[src/rtl/mult_arb_pkg.sv]
// Shared constants, in-flight tag type and one-hot/index helpers for mult_arb.
// Requester ids are carried at the 8-requester width so the tag type needs no parameter.
package mult_arb_pkg;

    localparam int SIZE_DEF = 16;
    localparam int NREQ_DEF = 4;
    localparam int LAT_DEF  = 2;
    localparam int NMAX     = 8;
    localparam int IDW      = 3;

    typedef struct packed {
        logic           vld;
        logic [IDW-1:0] id;
    } tag_t;

    function automatic logic [NMAX-1:0] onehot(input logic [IDW-1:0] id);
        onehot = NMAX'(1) << id;
    endfunction

    function automatic logic [IDW-1:0] index(input logic [NMAX-1:0] oh);
        index = '0;
        for (int i = 0; i < NMAX; i++) begin
            if (oh[i]) begin
                index = IDW'(i);
            end
        end
    endfunction

endpackage

[src/rtl/mult_arb_rr_arbiter.sv]
// Round-robin arbiter: one-hot grant to the first request above the last winner, wrapping.
// Latency: combinational. Backpressure: none; grant is all-zero when nothing requests.
// The grantee is whoever the caller gates in; the pointer update lives in the caller.
module mult_arb_rr_arbiter
    import mult_arb_pkg::*;
#(
    parameter int NREQ = NREQ_DEF
) (
    input  logic [NREQ-1:0] req,
    input  logic [IDW-1:0]  last,
    output logic [NREQ-1:0] grant
);

    logic [NREQ-1:0] hi_req;
    logic [NREQ-1:0] pick;

    // Requests strictly above the last winner get priority; otherwise wrap to the bottom.
    always_comb begin
        hi_req = '0;
        for (int i = 0; i < NREQ; i++) begin
            hi_req[i] = req[i] && (i > int'(last));
        end
        pick  = (|hi_req) ? hi_req : req;
        grant = '0;
        for (int i = NREQ - 1; i >= 0; i--) begin
            if (pick[i]) begin
                grant    = '0;
                grant[i] = 1'b1;
            end
        end
    end

endmodule

[src/rtl/mult_arb.sv]
// Shares one pipelined signed multiplier among NREQ requesters; MULT_ARB_STATS_EN adds grant counters.
// Latency: LAT cycles from handshake to one-cycle resp_valid strobe; one transfer per cycle.
// Backpressure: req_ready is the round-robin grant (zero during rst); responses cannot be stalled.
module mult_arb
    import mult_arb_pkg::*;
#(
    parameter int SIZE = SIZE_DEF,
    parameter int NREQ = NREQ_DEF,
    parameter int LAT  = LAT_DEF
) (
    input  logic                 clk,
    input  logic                 rst,
    input  logic [NREQ-1:0]      req_valid,
    output logic [NREQ-1:0]      req_ready,
    input  logic [NREQ*SIZE-1:0] req_a,
    input  logic [NREQ*SIZE-1:0] req_b,
    output logic [SIZE-1:0]      mul_a,
    output logic [SIZE-1:0]      mul_b,
    input  logic [SIZE-1:0]      mul_pdt,
    output logic [NREQ-1:0]      resp_valid,
    output logic [SIZE-1:0]      resp_pdt,
`ifdef MULT_ARB_STATS_EN
    input  logic [$clog2(NREQ)-1:0] stat_sel,
    output logic [15:0]             stat_cnt,
`endif
    output logic                 busy
);

    logic [IDW-1:0]  last_grant;
    logic [NREQ-1:0] grant;
    logic [IDW-1:0]  grant_idx;
    logic            xfer;
    logic [SIZE-1:0] sel_a;
    logic [SIZE-1:0] sel_b;
    tag_t            tag_q [LAT-1];

    mult_arb_rr_arbiter #(.NREQ(NREQ)) u_arb (
        .req   (req_valid),
        .last  (last_grant),
        .grant (grant)
    );

    assign req_ready = rst ? '0 : grant;
    assign xfer      = |req_ready;
    assign grant_idx = index(NMAX'(req_ready));

    always_comb begin
        sel_a = '0;
        sel_b = '0;
        for (int i = 0; i < NREQ; i++) begin
            if (req_ready[i]) begin
                sel_a = req_a[i*SIZE +: SIZE];
                sel_b = req_b[i*SIZE +: SIZE];
            end
        end
    end

    // Pointer starts at NREQ-1 so requester 0 wins the first arbitration after reset.
    always_ff @(posedge clk) begin
        if (rst) begin
            mul_a      <= '0;
            mul_b      <= '0;
            last_grant <= IDW'(NREQ - 1);
        end else if (xfer) begin
            mul_a      <= sel_a;
            mul_b      <= sel_b;
            last_grant <= grant_idx;
        end
    end

    always_ff @(posedge clk) begin
        if (rst) begin
            for (int i = 0; i < LAT - 1; i++) begin
                tag_q[i] <= '0;
            end
        end else begin
            tag_q[0].vld <= xfer;
            tag_q[0].id  <= grant_idx;
            for (int i = 1; i < LAT - 1; i++) begin
                tag_q[i] <= tag_q[i-1];
            end
        end
    end

    always_ff @(posedge clk) begin
        if (rst) begin
            resp_valid <= '0;
            resp_pdt   <= '0;
        end else if (tag_q[LAT-2].vld) begin
            resp_valid <= NREQ'(onehot(tag_q[LAT-2].id));
            resp_pdt   <= mul_pdt;
        end else begin
            resp_valid <= '0;
        end
    end

    always_comb begin
        busy = |resp_valid;
        for (int i = 0; i < LAT - 1; i++) begin
            busy = busy | tag_q[i].vld;
        end
    end

`ifdef MULT_ARB_STATS_EN
    logic [15:0] grant_cnt [NREQ];

    always_ff @(posedge clk) begin
        if (rst) begin
            for (int i = 0; i < NREQ; i++) begin
                grant_cnt[i] <= '0;
            end
        end else begin
            for (int i = 0; i < NREQ; i++) begin
                if (req_ready[i]) begin
                    grant_cnt[i] <= grant_cnt[i] + 16'd1;
                end
            end
        end
    end

    assign stat_cnt = grant_cnt[stat_sel];
`endif

endmodule

[config.mk]
export PLATFORM = sky130hd
export DESIGN_NAME = mult_arb
export DESIGN_NICKNAME = d
export VERILOG_FILES = /design/src/rtl/mult_arb_pkg.sv /design/src/rtl/mult_arb_rr_arbiter.sv /design/src/rtl/mult_arb.sv
export SDC_FILE = /design/constraint.sdc
export NUM_CORES = 1
export LEC_CHECK = 0
export CAP_MARGIN = 40
export CELL_PAD_IN_SITES_DETAIL_PLACEMENT = 1
export CELL_PAD_IN_SITES_GLOBAL_PLACEMENT = 2
export CORE_UTILIZATION = 20
export CTS_CLUSTER_SIZE = 40
export DETAILED_ROUTE_END_ITERATION = 10
export PLACE_DENSITY = 0.9
export SKIP_LAST_GASP = 1
export SYNTH_ARGS = -nofsm -noshare
export SYNTH_HDL_FRONTEND = slang
export SYNTH_SLANG_ARGS = --single-unit
[constraint.sdc]
create_clock -name clk -period 3.8 [get_ports clk]
set_input_delay 1.14 -clock clk [delete_from_list [all_inputs] [get_ports clk]]
set_output_delay 1.14 -clock clk [all_outputs]
set_load 0.05 [all_outputs]
* Yosys cells after proc, flatten, opt, wreduce, memory -nomap -nowiden
Memories as Yosys holds them, arrays and structs flattened.
Index checks and enable logic that the tools add are counted.
** Operators by class
- Magnitude comparators :: 3
- Shifts and indexed selects :: 1
- Multiplexer cells :: 22
- Bitwise logic cells :: 2
- Reduce and logical (&&, ||, !) cells :: 8
** Operators with widths (count)
- 16-bit two-way mux :: 8
- 4-bit two-way mux :: 7
- 4-bit OR reduction :: 3
- 2-bit by 3-bit > comparator with 1-bit output (first input constant) :: 2
- 3-bit two-way mux :: 2
- 1-bit two-way mux :: 4
- 1-bit by 3-bit << shifter with 4-bit output (first input constant) :: 1
- 1-bit by 3-bit > comparator with 1-bit output (first input constant) :: 1
- 1-bit logical AND :: 3
- 3-bit OR reduction :: 1
- 2-bit two-way mux :: 1
- 2-bit OR reduction :: 1
- 1-bit inverter :: 1
- 1-bit OR :: 1
** Storage, ports and cells
- Register bits :: 55
- RAM bits :: 4
- Input port bits :: 150
- Output and inout bits :: 57
- Logic and storage cells :: 42
- Memories :: 1
** Memory list
- tag_q :: words 1, bits a word 4, read ports 1, clocked after memory_dff 0, write ports 2, RTL line mult_arb.sv:35 : tag_t tag_q [LAT-1];

* Longest topological paths before layout
Gate-level depths: netlist of the first run.
- Word-level depth :: 13
- Depth in mapped cells :: 7
- Gate-level depth less buffers :: 5

* Modules after synthesis
A second synthesis of the first run with hierarchy kept.
** Second synthesis, totals
- Cells, all modules :: 331
- Area total of the unflattened synthesis :: 2964.1 sq um
** By module, submodules not included
- mult_arb :: instances 1, cells an instance 316, area each 2867.8 sq um, seq. area each 1141.1 sq um
- mult_arb_rr_arbiter :: instances 1, cells an instance 15, area each 96.3 sq um, seq. area each 0.0 sq um

* Worst setup path before layout of the first run
OpenSTA, ideal clock, no wires.
- Path kind :: input to output
- From :: input port req_valid[3]
- To :: output port req_ready[2]
- Arrival :: 3574 ps
- Data required time :: 2660 ps
- Path slack :: -914 ps
- Cell stages on the path :: 5
- Path buffers :: 2
- Path through :: and3b_1 > nor2b_1 > clkbuf_1 > clkbuf_1 > nor4b_1
** On the way
- Longest elaborated chain between the ends :: 7
** RTL lines
- from (decl) :: RTL line mult_arb.sv:13 : input logic [NREQ-1:0] req_valid,
- 1-bit logical AND * :: RTL line mult_arb_rr_arbiter.sv:21 : hi_req[i] = req[i] && (i > int'(last));
- 3-bit OR reduction * :: RTL line mult_arb_rr_arbiter.sv:23 : pick = (|hi_req) ? hi_req : req;
- 4-bit two-way mux * :: RTL line mult_arb_rr_arbiter.sv:23
- 4-bit two-way mux (2 in series) :: RTL line mult_arb_rr_arbiter.sv:26 : if (pick[i]) begin
- 4-bit two-way mux * :: RTL line mult_arb_rr_arbiter.sv:26
- 4-bit two-way mux * :: RTL line mult_arb.sv:43 : assign req_ready = rst ? '0 : grant;
- to (decl) :: RTL line mult_arb.sv:14 : output logic [NREQ-1:0] req_ready,
Mark *: on every way between the ends. The rest lies on a longest branch, timed or not.

* Worst setup path in the final report of the first run
- From :: input port req_valid[1]
- To :: output port req_ready[2]
** On the way
- Longest elaborated chain between the ends :: 7
** RTL lines (RTL line)
- 1-bit logical AND :: mult_arb_rr_arbiter.sv:21
- 3-bit OR reduction :: mult_arb_rr_arbiter.sv:23
- 4-bit two-way mux * :: mult_arb_rr_arbiter.sv:23
- 4-bit two-way mux (2 in series) :: mult_arb_rr_arbiter.sv:26
- 4-bit two-way mux * :: mult_arb_rr_arbiter.sv:26
- 4-bit two-way mux * :: mult_arb.sv:43
Marked as above.

==> metrics.cfg, run 1 <==
[sta]
setup_viol = 0
holdWs_ps = 462
fmax_mhz = 264
fin_tns_setup_ps = 0
hold_viol_final = 0
slew_headroom = 0.401
min_period_ps = 3790
fin_crit_sh = 0.996
slew_viol_final = 0
skew_ps = 5.79
tightest_slew_ps = 899
rsz0062_at_grt = yes
setup_slack_ps = 14.0

[placed_design]
dp_cells = 874
placed_cell_area_um2 = 6050
place.detailed.hpwl_um = 11900
place.gp.congestion = 0.784
place_ws_ps = -68.8
portBuffers = 206

[synth]
syn_avg_cell_area_um2 = 7.85
yosysTopAreaCellShare = 0.314
synth-edff-count = 0
synth_cell_type_count = 31
yosys.area.top_type = dfxtp_1
synth_seq_cells = 57
synthTopCellsByCount = nand2_1 (67), dfxtp_1 (57), nor2_1 (56), inv_1 (37), nor2b_1 (35)
synth_area_um2 = 3630
yosysSeqAreaShare = 0.314
netlist_instances = 463
post-synth-top-count-cell = nand2_1
async_reset_ff_frac = 0
synth_nets = 613
synth_area_leaders = dfxtp_1 (31%), a2111oi_2 (11%), a22o_1 (7.7%)
synth_flop_cell = dfxtp_1
yosysWarnings = 0

[layout]
utilization = 0.362
drive_gt1_frac = 0.122
fin_cells = 890
n_antenna_cell = 0
area_delta_synth_final_pct = 74.5
fillCellCount = 2035
nNetsFinal = 810
final_area_um2 = 6340

[setup_path]
path_class = primary input to output pin
rr_worst_depth = 7
critPathMaxFanout = 4
cp_data_required_time_ps = 2660
end_kind = output pin
r2r-end = mul_a[8]
reg2reg_slack_ps = 1230
cp-start-kind = primary input
reg2reg_from = last_grant[0]
cp.arrival_ps = 2650

[floorplan]
io_pins = 207
dieArea_um2 = 18700
row_count = 48
start_util = 0.207
die_w_um = 137
die_h_um = 137
design.core.area_um2 = 17500

[clock_network]
cts.sinks = 57
cts_tree = built
ctsRootBufferMaster = clkbuf_16
post-cts-setup-buffer-count = 0
htreeDepth = 3
clock_latency_ps = 340
clkSlewWorstSetupHoldPaths_ps = 60
clockBufferDepth = 2
ctsHoldBuffers = 0
cts_inserted_buffers = 9

[drt]
drtPass1Iterations = 4
vias_per_cell = 4.84
drc = 0
ant_nets = 0
drtIter0Drc = 192
wl_um = 16400
wl_per_cell_um = 18.4
vias = 4308

[power_and_ir_drop]
power_per_cell_area_nw_per_um2 = 385
clkPwrFrac = 0.312
p_int_mw = 1.53
power_mw = 2.44
comb_power_share = 0.395
peakVddDrop_mv = 0.192
switching_share = 0.373
p_switching_uw = 910
p_leak_nw = 2.49
seq_power_share = 0.292

[min_path]
min_to = resp_valid[2]
hp-start = tag_q[0][0]
min_path_type = register to register
whs_path_depth = 1

[run_status]
outcome = complete, no violations

[global_routing]
track_usage = 0.178
antenna_found_initial = 0
grt_max_degree = 68
grt_pass1_vias = 4871
grt_pass1_wl_um = 25000
grt_overflow = 0

[flow_run]
maxCapViolations = 0

## logic make-up (layout without fill, tap and decap cells)
| group | Yosys count | in the layout | synth area share |
|---|---|---|---|
| compound gates | 108 | 108 | 0.295 |
| buf+inv | 78 | 280 | 0.0895 |
| flops | 57 | 57 | 0.314 |
| mux | 16 | 16 | 0.0441 |
| simple gates | 204 | 204 | 0.258 |
## worst max-delay path by stage
stage,startpoint,to,cells after the start
CTS,req_valid[1],req_ready[2],7
global placement,req_valid[1],req_ready[2],7
floorplan,req_valid[2],req_ready[1],4
detailed placement,req_valid[1],req_ready[2],7
finish,req_valid[1],req_ready[2],7
global route,req_valid[1],req_ready[2],7
## cells in the final DEF (no fill, tap or decap), types with 2 or more instances in the layout
cell type | netlist | routed
dfxtp_1 | 57 | 57
a2111oi_0 | 6 | 6
nor2_1 | 56 | 56
clkdlybuf4s50_1 | 0 | 199
buf_12 | 0 | 3
clkinvlp_4 | 0 | 3
a211oi_1 | 32 | 32
o21ai_0 | 3 | 2
a22o_1 | 32 | 32
inv_1 | 37 | 37
nor2b_1 | 35 | 33
clkbuf_16 | 0 | 9
and3_1 | 3 | 3
and3b_1 | 2 | 2
buf_4 | 0 | 21
clkinv_4 | 0 | 2
nand2b_1 | 2 | 2
mux2i_1 | 16 | 16
nor3_1 | 33 | 33
nand2_1 | 67 | 67
a2111oi_2 | 27 | 26
buf_6 | 3 | 2
## registers in the layout, indices dropped and copies added (netlist names)
register and flops:
mul_a 16, resp_pdt 16, last_grant 2, resp_valid 4, tag_q 3, mul_b 16
## layer usage
metal	wire, um	global-route usage	vias to the layer above
met1	6630	0.191	2079
met5	0	0	-
met2	8390	0.329	166
met3	910	0.0359	37
li1	-	-	2026
met4	420	0.0873	0
## power groups by stage
stage	Combinational (mW)	Clock [mW]	Sequential [mW]
after floorplan	0.333	0	0.940
after global placement	0.945	0	0.723
after detailed placement	0.966	0	0.725
after CTS	0.971	0.786	0.714
after global routing	1.02	0.811	0.722
final	0.964	0.762	0.713
## cell type report
class                   count  area (um^2)  share of cell area
clock buffers              10          229              0.0361
clock inverters             6         45.0             0.00710
inverters                  37          139              0.0219
multi-input cells         328         2260               0.356
flip-flops and latches     57         1140               0.180
well taps                 225          282              0.0444
repair buffers            227         2250               0.355
## worst max-delay path, stage by stage
cell,delay (ps)
clkdlybuf4s50_1,480
nor2b_2,140
o21ai_1,80
buf_4,160
and2_4,160
nor4b_4,280
buf_6,200
## repair_timing
action / CTS / global route
endpoints found under the hold margin: 0 / 0
pin swaps: 1 / 2
gates resized for setup: 3 / 5
setup endpoints to repair: 2 / 4
Power figures use the tool's default switching activity.
==> run 2, diff against run 1 <==
--- a/config.mk
+++ b/config.mk
@@ -8,6 +8,7 @@
 export CAP_MARGIN = 40
 export CELL_PAD_IN_SITES_DETAIL_PLACEMENT = 1
 export CELL_PAD_IN_SITES_GLOBAL_PLACEMENT = 2
+export CORE_MARGIN = 5
 export CORE_UTILIZATION = 20
 export CTS_CLUSTER_SIZE = 40
 export DETAILED_ROUTE_END_ITERATION = 10
==> run 2 against run 1 <==
Against the previous run:
- sequential cell count unchanged
- clock skew is 0.54 ps higher
- register-to-register slack improved by 130 ps
- hold slack improved by 1.0 ps
- first-iteration DRC count fell by 23%
- sequential share of layout area is 0.081 points lower
- maximum frequency is 2.6% higher
- sequential power barely moved
- clock-buffer cell count down 1
- largest cell class unchanged
==> metrics.cfg, run 2 (same netlist as run 1, synthesis figures left out) <==
[setup_path]
cp_data_required_time_ps = 2660  ; about the same
cp-start-kind = primary input  ; unchanged
cp.arrival_ps = 2550  ; was 2650 ps
end_kind = output pin  ; unchanged
path_class = primary input to output pin  ; unchanged
critPathMaxFanout = 4  ; unchanged

[placed_design]
portBuffers = 206  ; unchanged
place.detailed.hpwl_um = 12800  ; was 11900 um
place.gp.congestion = 0.772  ; was 0.784

[layout]
fillCellCount = 2087  ; was 2035
n_antenna_cell = 0  ; unchanged
nNetsFinal = 812  ; was 810
final_cell_mix = clkdlybuf4s50_1 (198), nand2_1 (67), dfxtp_1 (57), nor2_1 (56), inv_1 (37)  ; was clkdlybuf4s50_1 (199), nand2_1 (67), dfxtp_1 (57), nor2_1 (56), inv_1 (37)
area_delta_synth_final_pct = 75.2  ; was 74.5%
drive_gt1_frac = 0.124  ; was 0.122
utilization = 0.356  ; was 0.362
mostFrequentLayoutCell = clkdlybuf4s50_1  ; unchanged
biggestRegsByFlops = mul_a: 16 flops, mul_b: 16 flops, resp_pdt: 16 flops  ; unchanged

[sta]
fin_tns_setup_ps = 0  ; unchanged
min_period_ps = 3690  ; was 3790 ps
fmax_mhz = 271  ; was 264 MHz
setup_viol = 0  ; unchanged
slew_headroom = 0.437  ; was 0.401
fin_crit_sh = 0.971  ; was 0.996
slew_viol_final = 0  ; unchanged
hold_viol_final = 0  ; unchanged
tightest_slew_ps = 844  ; was 899 ps
skew_ps = 6.33  ; was 5.79 ps
rsz0062_at_grt = no  ; was yes

[power_and_ir_drop]
power_per_cell_area_nw_per_um2 = 390  ; was 385 nW/um^2
switching_share = 0.379  ; was 0.373
p_int_mw = 1.54  ; was 1.53 mW
p_switching_uw = 941  ; was 910 uW
peakVddDrop_mv = 0.172  ; was 0.192 mV
seq_power_share = 0.287  ; was 0.292
comb_power_share = 0.393  ; was 0.395
power_mw = 2.48  ; was 2.44 mW
clkPwrFrac = 0.321  ; was 0.312
p_leak_nw = 2.52  ; was 2.49 nW

[floorplan]
row_count = 49  ; was 48
dieArea_um2 = 21000  ; was 18700 um^2
io_pins = 207  ; unchanged
die_w_um = 145  ; was 137 um
start_util = 0.203  ; was 0.207
die_h_um = 145  ; was 137 um
design.core.area_um2 = 17900  ; was 17500 um^2

[run_status]
outcome = complete, no violations  ; unchanged

[clock_network]
htreeDepth = 3  ; unchanged
cts_tree = built  ; unchanged
cts.sinks = 57  ; unchanged
clkSlewWorstSetupHoldPaths_ps = 60  ; about the same
post-cts-setup-buffer-count = 0  ; unchanged
clockBufferDepth = 2  ; unchanged
ctsRootBufferMaster = clkbuf_16  ; unchanged
cts_inserted_buffers = 9  ; unchanged
clock_latency_ps = 330  ; was 340 ps

[flow_run]
maxCapViolations = 0  ; unchanged

[drt]
vias = 4271  ; was 4308
wl_per_cell_um = 19.4  ; was 18.4 um
wl_um = 17400  ; was 16400 um
ant_nets = 0  ; unchanged
drc = 0  ; unchanged
drtPass1Iterations = 4  ; unchanged
vias_per_cell = 4.77  ; was 4.84
drtIter0Drc = 148  ; was 192

[global_routing]
grt_overflow = 0  ; unchanged
grt_pass1_vias = 4802  ; was 4871
track_usage = 0.163  ; was 0.178
grt_max_degree = 64  ; was 68
antenna_found_initial = 0  ; unchanged
grt_pass1_wl_um = 26600  ; was 25000 um

[min_path]
min_path_type = register to register  ; unchanged

run 2: cell count changes in the layout (fill, tap and decap cells not counted), sizes merged:
cell	before	now
inv	37	41
buf	27	29
clkinv	3	1
clkbuf	10	9
clkdlybuf4s50	199	198
clkinvlp	3	2
dlymetal6s2s	1	2
run 2: power groups by stage:
stage | logic [mW] | registers (mW) | clock network (mW)
6_report | 0.974 | 0.712 | 0.796
5_1_grt | 1.03 | 0.720 | 0.844
4_1_cts | 0.984 | 0.712 | 0.826
3_5_place_dp | 0.978 | 0.724 | 0
3_3_place_gp | 0.955 | 0.721 | 0
2_1_floorplan | 0.333 | 0.940 | 0
run 2: per-layer routing:
layer | up-vias | global-route usage | part of all wire | wire length (um)
li1 | 2032 | - | - | -
met1 | 2100 | 0.197 | 0.42 | 7380
met2 | 118 | 0.291 | 0.51 | 8890
met3 | 21 | 0.0263 | 0.046 | 794
met4 | 0 | 0.0599 | 0.019 | 336
met5 | - | 0 | 0 | 0
run 2: path summary, 6_finish.rpt:
path | cells after the start | start | end | slack, ps
setup reg to reg | 8 | last_grant[1] | mul_b[10] | 1360
setup / recovery | 6 | req_valid[0] | req_ready[2] | 110
hold reg to reg | 1 | tag_q[0][0] | resp_valid[2] | 460
hold / removal | 1 | tag_q[0][0] | resp_valid[2] | 460
run 2: critical path, stage by stage:
cell and delay, ps:
clkdlybuf4s50_1 480, inv_1 170, a21oi_1 80, and2_4 210, nor4b_4 260, buf_6 200
run 2: what timing repair did:
action / in CTS / in global routing
hold buffers: 0 / 0
gates cloned: 0 / 0
pin swaps: 1 / 2
resized for setup: 4 / 6
setup endpoints to repair: 2 / 4
run 2: cell type report:
class,count,area [um^2],area share
Multi-Input combinational cell,328,2260,0.355
Sequential cell,57,1140,0.179
Clock buffer,9,225,0.0354
Tap cell,229,287,0.0450
Timing Repair Buffer,229,2250,0.354
Inverter,37,139,0.0218
Clock inverter,7,61.3,0.00962
run 2: metrics by stage:
stage / area (um^2) / setup WS [ps] / hold slack (ps) / std cells
after floorplan: 3660 / 19.1 / 418 / 463
after global placement: 6050 / -35.6 / 438 / 880
after detailed placement: 6050 / -118 / 446 / 880
after CTS: 6350 / -25.1 / 468 / 896
after global routing: 6370 / 68.8 / 486 / 896
final: 6370 / 110 / 463 / 896
==> run 3, diff against run 2 <==
--- a/config.mk
+++ b/config.mk
@@ -10,8 +10,10 @@
 export CELL_PAD_IN_SITES_GLOBAL_PLACEMENT = 2
 export CORE_MARGIN = 5
 export CORE_UTILIZATION = 20
+export CTS_BUF_LIST = sky130_fd_sc_hd__clkbuf_4 sky130_fd_sc_hd__clkbuf_8
 export CTS_CLUSTER_SIZE = 40
 export DETAILED_ROUTE_END_ITERATION = 10
+export GPL_ROUTABILITY_DRIVEN = 0
 export PLACE_DENSITY = 0.9
 export SKIP_LAST_GASP = 1
 export SYNTH_ARGS = -nofsm -noshare
==> run 3 against run 2 <==
Against the previous run:
- sequential share of layout area up 0.29 points
- hold slack better by 1.3 ps
- die area unchanged
- register-to-register slack about the same
- clock-buffer cell count unchanged
- worst setup slack worse by 6.8 ps
- routed wire length down 0.33%
- clock skew up 7.3 ps
- cell area down 1.6%
- critical path type unchanged
- highest routed layer unchanged
==> metrics.cfg, run 3 (same netlist as run 1, synthesis figures left out) <==
[sta]
slew_viol_final = 0  ; unchanged
rsz0062_at_grt = no  ; unchanged
setup_slack_ps = 103  ; was 110 ps
fin_tns_setup_ps = 0  ; unchanged
tightest_slew_ps = 834  ; was 844 ps
fmax_mhz = 271  ; about the same
setup_viol = 0  ; unchanged
hold_viol_final = 0  ; unchanged
fin_crit_sh = 0.973  ; was 0.971
slew_headroom = 0.444  ; was 0.437
min_period_ps = 3700  ; was 3690 ps
skew_ps = 13.6  ; was 6.33 ps

[setup_path]
worstPathCellList = clkdlybuf4s50_1, inv_1, a21oi_1, buf_4, and3_1, buf_12  ; was clkdlybuf4s50_1, inv_1, a21oi_1, and2_4, nor4b_4, buf_6
cpLargestDelayFamily = buffers and inverters  ; unchanged
path_class = primary input to output pin  ; unchanged
worst-path-stages = 6  ; unchanged
end_kind = output pin  ; unchanged
slowest_delay_ps = 550  ; was 480 ps
cp.arrival_ps = 2560  ; was 2550 ps
critPathMaxFanout = 4  ; unchanged
rr_worst_depth = 8  ; unchanged
cp_slowest_cell = clkdlybuf4s50_1  ; unchanged
cp-start-kind = primary input  ; unchanged
cp_data_required_time_ps = 2660  ; about the same
path_buf_inv = 4  ; was 3

[global_routing]
grt_pass1_vias = 4794  ; was 4802
track_usage = 0.163  ; about the same
antenna_found_initial = 0  ; unchanged
grt_max_degree = 64  ; unchanged
grt_overflow = 0  ; unchanged
grt_pass1_wl_um = 26600  ; about the same

[placed_design]
place.detailed.hpwl_um = 12800  ; unchanged
place_ws_ps = -118  ; unchanged
placed_cell_area_um2 = 6050  ; unchanged
portBuffers = 206  ; unchanged

[layout]
final_cell_mix = clkdlybuf4s50_1 (198), nand2_1 (67), dfxtp_1 (57), nor2_1 (56), inv_1 (37)  ; unchanged
n_antenna_cell = 0  ; unchanged
drive_gt1_frac = 0.124  ; unchanged
utilization = 0.350  ; was 0.356
nNetsFinal = 812  ; unchanged
final_area_um2 = 6270  ; was 6370 um^2
area_delta_synth_final_pct = 72.5  ; was 75.2%
mostFrequentLayoutCell = clkdlybuf4s50_1  ; unchanged
biggestRegsByFlops = mul_a: 16 flops, mul_b: 16 flops, resp_pdt: 16 flops  ; unchanged

[floorplan]
die_h_um = 145  ; unchanged
io_pins = 207  ; unchanged
dieArea_um2 = 21000  ; unchanged
row_count = 49  ; unchanged
start_util = 0.203  ; unchanged
die_w_um = 145  ; unchanged
design.core.area_um2 = 17900  ; unchanged

[clock_network]
htreeDepth = 3  ; unchanged
ctsRootBufferMaster = clkbuf_8  ; was clkbuf_16
ctsHoldBuffers = 0  ; unchanged
post-cts-setup-buffer-count = 0  ; unchanged
clock_latency_ps = 360  ; was 330 ps
clockBufferDepth = 2  ; unchanged
cts_inserted_buffers = 9  ; unchanged
clkSlewWorstSetupHoldPaths_ps = 70  ; was 60 ps
cts.sinks = 57  ; unchanged
cts_tree = built  ; unchanged

[min_path]
min_path_type = register to register  ; unchanged
whs_path_depth = 2  ; was 1

[power_and_ir_drop]
clkPwrFrac = 0.251  ; was 0.321
seq_power_share = 0.316  ; was 0.287
p_leak_nw = 2.47  ; was 2.52 nW
comb_power_share = 0.433  ; was 0.393
switching_share = 0.406  ; was 0.379
power_per_cell_area_nw_per_um2 = 359  ; was 390 nW/um^2
peakVddDrop_mv = 0.145  ; was 0.172 mV
p_switching_uw = 914  ; was 941 uW
power_mw = 2.25  ; was 2.48 mW
p_int_mw = 1.34  ; was 1.54 mW

[drt]
wl_um = 17300  ; was 17400 um
drtIter0Drc = 159  ; was 148
wl_per_cell_um = 19.4  ; about the same
drtPass1Iterations = 5  ; was 4
vias_per_cell = 4.75  ; was 4.77
ant_nets = 0  ; unchanged
drc = 0  ; unchanged
vias = 4258  ; was 4271

[flow_run]
maxCapViolations = 0  ; unchanged

[run_status]
outcome = complete, no violations  ; unchanged

==> run 3: cell types whose count changed in the layout (fill, tap and decap cells not counted) <==
cell	before	now
clkbuf_16	9	0
clkbuf_8	0	9
==> run 3: final cells by class <==
class | count | area [um^2]
multi-input combinational | 328 | 2260
clock inverter | 7 | 61.3
tap | 229 | 287
sequential | 57 | 1140
fill | 2090 | 11600
timing repair buffer | 229 | 2250
clock buffer | 9 | 124
inverter | 37 | 139
==> run 3: path summary, 6_finish.rpt <==
path / slack (ps) / start / endpoint
worst max-delay path: 100 / req_valid[0] / req_ready[0]
worst min-delay path: 460 / tag_q[0][1] / resp_valid[2]
worst max register to register: 1350 / last_grant[1] / mul_b[10]
worst min register to register: 460 / tag_q[0][1] / resp_valid[2]
==> run 3: repair_timing <==
item                                    in CTS  in global routing
gates resized for setup                      4                  6
endpoints found under the setup margin       2                  4
pin swaps                                    1                  2
==> run 3: power groups by stage <==
stage | clock (mW) | combinational [mW] | sequential [mW]
2_1_floorplan | 0 | 0.333 | 0.940
3_3_place_gp | 0 | 0.955 | 0.721
3_5_place_dp | 0 | 0.978 | 0.724
4_1_cts | 0.589 | 0.983 | 0.712
5_1_grt | 0.611 | 1.03 | 0.719
6_report | 0.565 | 0.973 | 0.711
==> run 3: metal layers <==
metal	up-vias	part of all wire	GRT usage
met5	-	0	0
met4	0	0.018	0.0550
met3	20	0.049	0.0269
met2	130	0.51	0.292
met1	2074	0.42	0.197
li1	2034	-	-
==> run 3: worst register-to-register path, cell delays in order, from the launching register on <==
cell       delay (ps)
dfxtp_1           440
and3b_1           350
a311oi_4           90
buf_4             170
buf_4             210
a2111oi_4         370
buf_4             330
nand2_1           110
a22o_1            240
==> run 3: per-stage QoR <==
step	hold WS [ps]	std cells
finish	464	896
global route	492	896
CTS	471	896
detailed placement	446	880
global placement	438	880
floorplan	418	463
